### config.mk
export PLATFORM = sky130hd
export DESIGN_NAME = change_dispenser
export DESIGN_NICKNAME = d
export VERILOG_FILES = /design/src/rtl/change_dispenser_pkg.sv /design/src/rtl/change_dispenser_eject_timer.sv /design/src/rtl/change_dispenser.sv
export SDC_FILE = /design/constraint.sdc
export NUM_CORES = 1
export LEC_CHECK = 0
export CORE_ASPECT_RATIO = 1.5
export CORE_MARGIN = 4
export CORE_UTILIZATION = 35
export CTS_CLUSTER_SIZE = 12
export DETAILED_ROUTE_END_ITERATION = 16
export GPL_ROUTABILITY_DRIVEN = 0
export GPL_TIMING_DRIVEN = 1
export PLACE_DENSITY = 0.67
export RECOVER_POWER = 100
export SYNTH_ARGS = -nofsm -noshare
export SYNTH_HDL_FRONTEND = slang
export SYNTH_SLANG_ARGS = --single-unit
### constraint.sdc
create_clock -name clk -period 3.95 [get_ports clk]
set_input_delay 0.79 -clock clk [delete_from_list [all_inputs] [get_ports clk]]
set_output_delay 0.79 -clock clk [all_outputs]
set_load 0.01 [all_outputs]
### src/rtl/change_dispenser_pkg.sv
// rtl/change_dispenser_pkg.sv - shared vending constants: money width, coin values, FSM encoding
package change_dispenser_pkg;

    localparam int MONEY_W = 8;
    typedef logic [MONEY_W-1:0] money_t;

    localparam money_t QUARTER_VAL = 8'd25;
    localparam money_t FIFTY_VAL   = 8'd50;
    localparam money_t DOLLAR_VAL  = 8'd100;

    localparam int STATE_W = 3;
    localparam logic [STATE_W-1:0] ST_IDLE   = 3'd0;
    localparam logic [STATE_W-1:0] ST_SELECT = 3'd1;
    localparam logic [STATE_W-1:0] ST_PULSE  = 3'd2;
    localparam logic [STATE_W-1:0] ST_GAP    = 3'd3;
    localparam logic [STATE_W-1:0] ST_DONE   = 3'd4;

    typedef enum logic [1:0] {
        COIN_NONE    = 2'd0,
        COIN_QUARTER = 2'd1,
        COIN_FIFTY   = 2'd2,
        COIN_DOLLAR  = 2'd3
    } coin_e;

    function automatic money_t coin_value(input coin_e coin);
        case (coin)
            COIN_QUARTER: return QUARTER_VAL;
            COIN_FIFTY:   return FIFTY_VAL;
            COIN_DOLLAR:  return DOLLAR_VAL;
            default:      return '0;
        endcase
    endfunction

endpackage

### src/rtl/change_dispenser_eject_timer.sv
// rtl/change_dispenser_eject_timer.sv - loadable down-counter timing eject pulses and gaps
module eject_timer (
    input  logic       i_clk,
    input  logic       i_reset,
    input  logic       i_load,
    input  logic [7:0] i_load_val,
    output logic       o_zero
);

    logic [7:0] r_count;

    // Saturates at zero so it can free-run between loads.
    always_ff @(posedge i_clk) begin
        if (i_reset) begin
            r_count <= '0;
        end else if (i_load) begin
            r_count <= i_load_val;
        end else if (r_count != '0) begin
            r_count <= r_count - 8'd1;
        end
    end

    assign o_zero = (r_count == '0);

endmodule

### src/rtl/change_dispenser.sv
// rtl/change_dispenser.sv - greedy coin change dispenser with per-tube inventory
module change_dispenser
    import change_dispenser_pkg::*;
#(
    parameter int          PULSE_CYCLES = 4,
    parameter int          GAP_CYCLES   = 4,
    parameter logic [7:0]  TUBE_FULL    = 8'd20
) (
    input  logic       clk,
    input  logic       reset,
    input  logic       change_valid,
    input  logic [7:0] change_amount,
    output logic       change_ready,
    input  logic       restock,
    output logic       eject_quarter,
    output logic       eject_fifty,
    output logic       eject_dollar,
    output logic       busy,
    output logic       done,
    output logic       short_err,
    output logic [7:0] shortfall,
    output logic [7:0] quarter_cnt,
    output logic [7:0] fifty_cnt,
    output logic [7:0] dollar_cnt
);

    logic [STATE_W-1:0] r_state;
    money_t             r_remaining;
    money_t             r_quarter_cnt;
    money_t             r_fifty_cnt;
    money_t             r_dollar_cnt;
    coin_e              r_coin;
    logic               r_short_err;
    money_t             r_shortfall;

    coin_e              w_coin;
    logic               w_timer_load;
    logic [7:0]         w_timer_val;
    logic               w_timer_zero;

    // Compare before subtract: the chosen coin never exceeds what is owed.
    always_comb begin
        w_coin = COIN_NONE;
        if (r_remaining >= DOLLAR_VAL && r_dollar_cnt != '0) begin
            w_coin = COIN_DOLLAR;
        end else if (r_remaining >= FIFTY_VAL && r_fifty_cnt != '0) begin
            w_coin = COIN_FIFTY;
        end else if (r_remaining >= QUARTER_VAL && r_quarter_cnt != '0) begin
            w_coin = COIN_QUARTER;
        end
    end

    always_comb begin
        w_timer_load = 1'b0;
        w_timer_val  = '0;
        if (r_state == ST_SELECT && w_coin != COIN_NONE) begin
            w_timer_load = 1'b1;
            w_timer_val  = 8'(PULSE_CYCLES - 1);
        end else if (r_state == ST_PULSE && w_timer_zero) begin
            w_timer_load = 1'b1;
            w_timer_val  = 8'(GAP_CYCLES - 1);
        end
    end

    eject_timer u_eject_timer (
        .i_clk      (clk),
        .i_reset    (reset),
        .i_load     (w_timer_load),
        .i_load_val (w_timer_val),
        .o_zero     (w_timer_zero)
    );

    always_ff @(posedge clk) begin
        if (reset) begin
            r_state       <= ST_IDLE;
            r_remaining   <= '0;
            r_quarter_cnt <= TUBE_FULL;
            r_fifty_cnt   <= TUBE_FULL;
            r_dollar_cnt  <= TUBE_FULL;
            r_coin        <= COIN_NONE;
            r_short_err   <= 1'b0;
            r_shortfall   <= '0;
        end else begin
            case (r_state)
                ST_IDLE: begin
                    if (restock) begin
                        r_quarter_cnt <= TUBE_FULL;
                        r_fifty_cnt   <= TUBE_FULL;
                        r_dollar_cnt  <= TUBE_FULL;
                    end
                    if (change_valid) begin
                        r_remaining <= change_amount;
                        r_short_err <= 1'b0;
                        r_shortfall <= '0;
                        r_state     <= ST_SELECT;
                    end
                end
                ST_SELECT: begin
                    case (w_coin)
                        COIN_DOLLAR:  r_dollar_cnt  <= r_dollar_cnt - 8'd1;
                        COIN_FIFTY:   r_fifty_cnt   <= r_fifty_cnt - 8'd1;
                        COIN_QUARTER: r_quarter_cnt <= r_quarter_cnt - 8'd1;
                        default: ;
                    endcase
                    if (w_coin != COIN_NONE) begin
                        r_remaining <= r_remaining - coin_value(w_coin);
                        r_coin      <= w_coin;
                        r_state     <= ST_PULSE;
                    end else begin
                        r_state <= ST_DONE;
                        if (r_remaining != '0) begin
                            r_short_err <= 1'b1;
                            r_shortfall <= r_remaining;
                        end
                    end
                end
                ST_PULSE: if (w_timer_zero) r_state <= ST_GAP;
                ST_GAP:   if (w_timer_zero) r_state <= ST_SELECT;
                ST_DONE:  r_state <= ST_IDLE;
                default:  r_state <= ST_IDLE;
            endcase
        end
    end

    assign change_ready  = (r_state == ST_IDLE);
    assign busy          = (r_state == ST_SELECT) || (r_state == ST_PULSE) || (r_state == ST_GAP);
    assign done          = (r_state == ST_DONE);
    assign eject_quarter = (r_state == ST_PULSE) && (r_coin == COIN_QUARTER);
    assign eject_fifty   = (r_state == ST_PULSE) && (r_coin == COIN_FIFTY);
    assign eject_dollar  = (r_state == ST_PULSE) && (r_coin == COIN_DOLLAR);
    assign short_err     = r_short_err;
    assign shortfall     = r_shortfall;
    assign quarter_cnt   = r_quarter_cnt;
    assign fifty_cnt     = r_fifty_cnt;
    assign dollar_cnt    = r_dollar_cnt;

endmodule

==> metrics.yaml <==
powerDensity_nw_per_um2: 839
antenna_found_initial: 0
dr.pass1.iters: 5
yosys_warnings: 0
drive_gt1_share_pct: 4.75
p_total_mw: 3.10
placedInstanceArea_sq_um: 3540
synthToLayoutAreaGrowth_pct: 26.4
tightestPinTransition_ps: 1000
clockRootBuffer: "clkbuf_16"
route.detailed.drc: 0
fin_util_pct: 45.6
max_freq_ghz: 0.268
multi_input_area_sq_um: 1730
ant_nets: 0
ys.flop_type: "dfxtp_1"
grt_max_degree: 27
hold_viol: 0
synth.yosys.seq_area_share_pct: 36.9
p_leak_nw: 1.45
finalClockSkew_ps: 4.89
synth-edff-count: 0
num_antenna_cells: 0
routedWlPerCell_microns: 14.8
setup_viol: 0
min_period_over_period_pct: 94.5
ys_ff_latch: 54
drt-initial-drc-count: 163
synth.distinct_cells: 59
cp.arrival_ps: 3920
wl_microns: 7460
vias_per_cell: 5.20
cts_inserted_buffers: 5
hold_path.class: "register to register"
syn_nets: 378
fp.dieW_microns: 82.7
cts_hold_buf: 0
dp_slack_ps: 343
fin_hold_ws_ps: 487
chipHeight_microns: 120
synth_area_sq_um: 2930
htreeDepth: 2
post-place-cells: 497
cp_max_fo: 10
start_util_pct: 36.1
fin_ws_ps: 219
drv_cap: 0
fill_cells: 827
ir_drop_mv: 0.404
cp-end-kind: "register"
slew_violations: 0
grt_setup_unrepaired: "false"
cts.sinks: 54
cts.path.max_buffers: 2
cp.required_ps: 4140
grt.total_usage_pct: 16.1
clkLatencyLatePin_ps: 290
synthCells: 349
status: "finished clean"
place.port_buffers: 50
slew_headroom_pct: 33.3
synth.avg_cell_area_sq_um: 8.39
seqCellArea_sq_um: 1080
final_cells: 505
start_kind: "register"
nets: 428
grt_pass1_vias: 2654
vias: 2628
post_cts_buffers: 0
rows: 40
clk_pin_slew_ps: 70
tritoncts: "built"
gr-total-overflow: 0
detailed_place_hpwl_microns: 5720
period_needed_ps: 3730
synth-async-reset-ratio_pct: 0
final_area_sq_um: 3700
critPathKind: "register to register"
die_area_sq_um: 9920
ctsResizeCount: 0
fin_setup_tns_ps: 0
core_area_sq_um: 8110
ios: 51
grt_first_pass_wirelength_microns: 12500
==> worst max-delay path, stage by stage, from the launching register on <==
cell and delay, ps:
dfxtp_1 350, or3_4 430, o32ai_4 270, clkbuf_1 430, and2_2 290, ha_1 210, inv_1 110, fa_1 460
a211oi_1 230, nor2_1 90, o21a_1 190, or4_1 400, and3_1 170
==> synth_stat cells (all sizes together) (2+ instances only) <==
cell,number,area [sq um]
nor3,15,75.1
ha,16,200
a31oi,2,12.5
or2,3,18.8
clkbuf,8,30.0
inv,17,63.8
mux2i,2,20.0
a21o,4,30.0
nor4b,4,35.0
o211ai,2,15.0
and2,3,20.0
nor4,7,43.8
o21ai,10,50.0
a211oi,10,75.1
nor2,65,246
nor2b,6,37.5
a211o,2,17.5
nand2b,4,25.0
or3,5,36.3
a22oi,8,60.1
and3,3,18.8
xor2,8,70.1
nand2,21,78.8
nand3,4,20.0
a21oi,13,65.1
nand4bb,2,22.5
xnor2,17,149
nand3b,2,15.0
o21a,3,22.5
or4,2,16.3
o32ai,2,36.3
nor3b,4,35.0
buf,4,22.5
dfxtp,54,1080
==> metal layers <==
layer | global-route usage [%] | wire length, microns
met1 | 18.8 | 3060
met2 | 27.2 | 3850
met3 | 3.30 | 232
met4 | 7.87 | 323
met5 | 0 | 0
==> cells by family after synthesis <==
group	after synthesis	share of synthesized area [%]
mux	3	1.07
fa+ha+maj	17	7.52
buf+inv	29	3.97
flops	54	36.9
xor+xnor	25	7.48
compound gates	65	15.9
simple gates	156	27.2
==> path summary, 6_finish.rpt <==
kind | depth (start not counted) | slack [ps] | startpoint | endpoint
setup / recovery | 12 | 220 | dollar_cnt[3] | r_remaining[6]
hold / removal | 2 | 490 | u_eject_timer.r_count[6] | u_eject_timer.r_count[6]
setup reg to reg | 12 | 220 | dollar_cnt[3] | r_remaining[6]
hold reg to reg | 2 | 490 | u_eject_timer.r_count[6] | u_eject_timer.r_count[6]
==> placed cells by master, fill, tap and decap left out, types with 4 or more instances in the layout <==
master	instances
nand3_1	4
ha_1	16
clkbuf_16	5
inv_1	17
clkdlybuf4s50_1	10
nand2_1	21
nor4_1	7
a21o_1	4
a22oi_1	8
a21oi_1	13
nor2b_1	6
xor2_1	8
or3_1	4
dlygate4sd3_1	40
nor2_1	65
dfxtp_1	54
a211oi_1	10
o21ai_0	10
nand2b_1	4
nor3_1	15
xnor2_1	17
nor4b_1	4
==> where the power goes <==
group          total (mW)  internal (mW)  leakage [nW]  switching [mW]
logic                1.75          0.747         0.932           0.998
clock network       0.500          0.299        0.0760           0.201
registers           0.859          0.679         0.440           0.180
==> layout make-up <==
type                            count  share of cell area [%]
Clock buffer                        5                    3.38
Multi-Input combinational cell    266                    46.7
Clock inverter                      3                    1.22
Sequential cell                    54                    29.2
Inverter                           17                    1.72
Tap cell                          105                    3.55
Timing Repair Buffer               55                    14.2
==> sequential cells by signal, indices dropped and copies added (netlist names) <==
| signal | cells |
|---|---|
| dollar_cnt | 8 |
| fifty_cnt | 8 |
| quarter_cnt | 8 |
| r_remaining | 8 |
| shortfall | 8 |
| u_eject_timer.r_count | 8 |
| r_state | 3 |
| r_coin | 2 |
| short_err | 1 |
(Power assumes the default switching activity.)
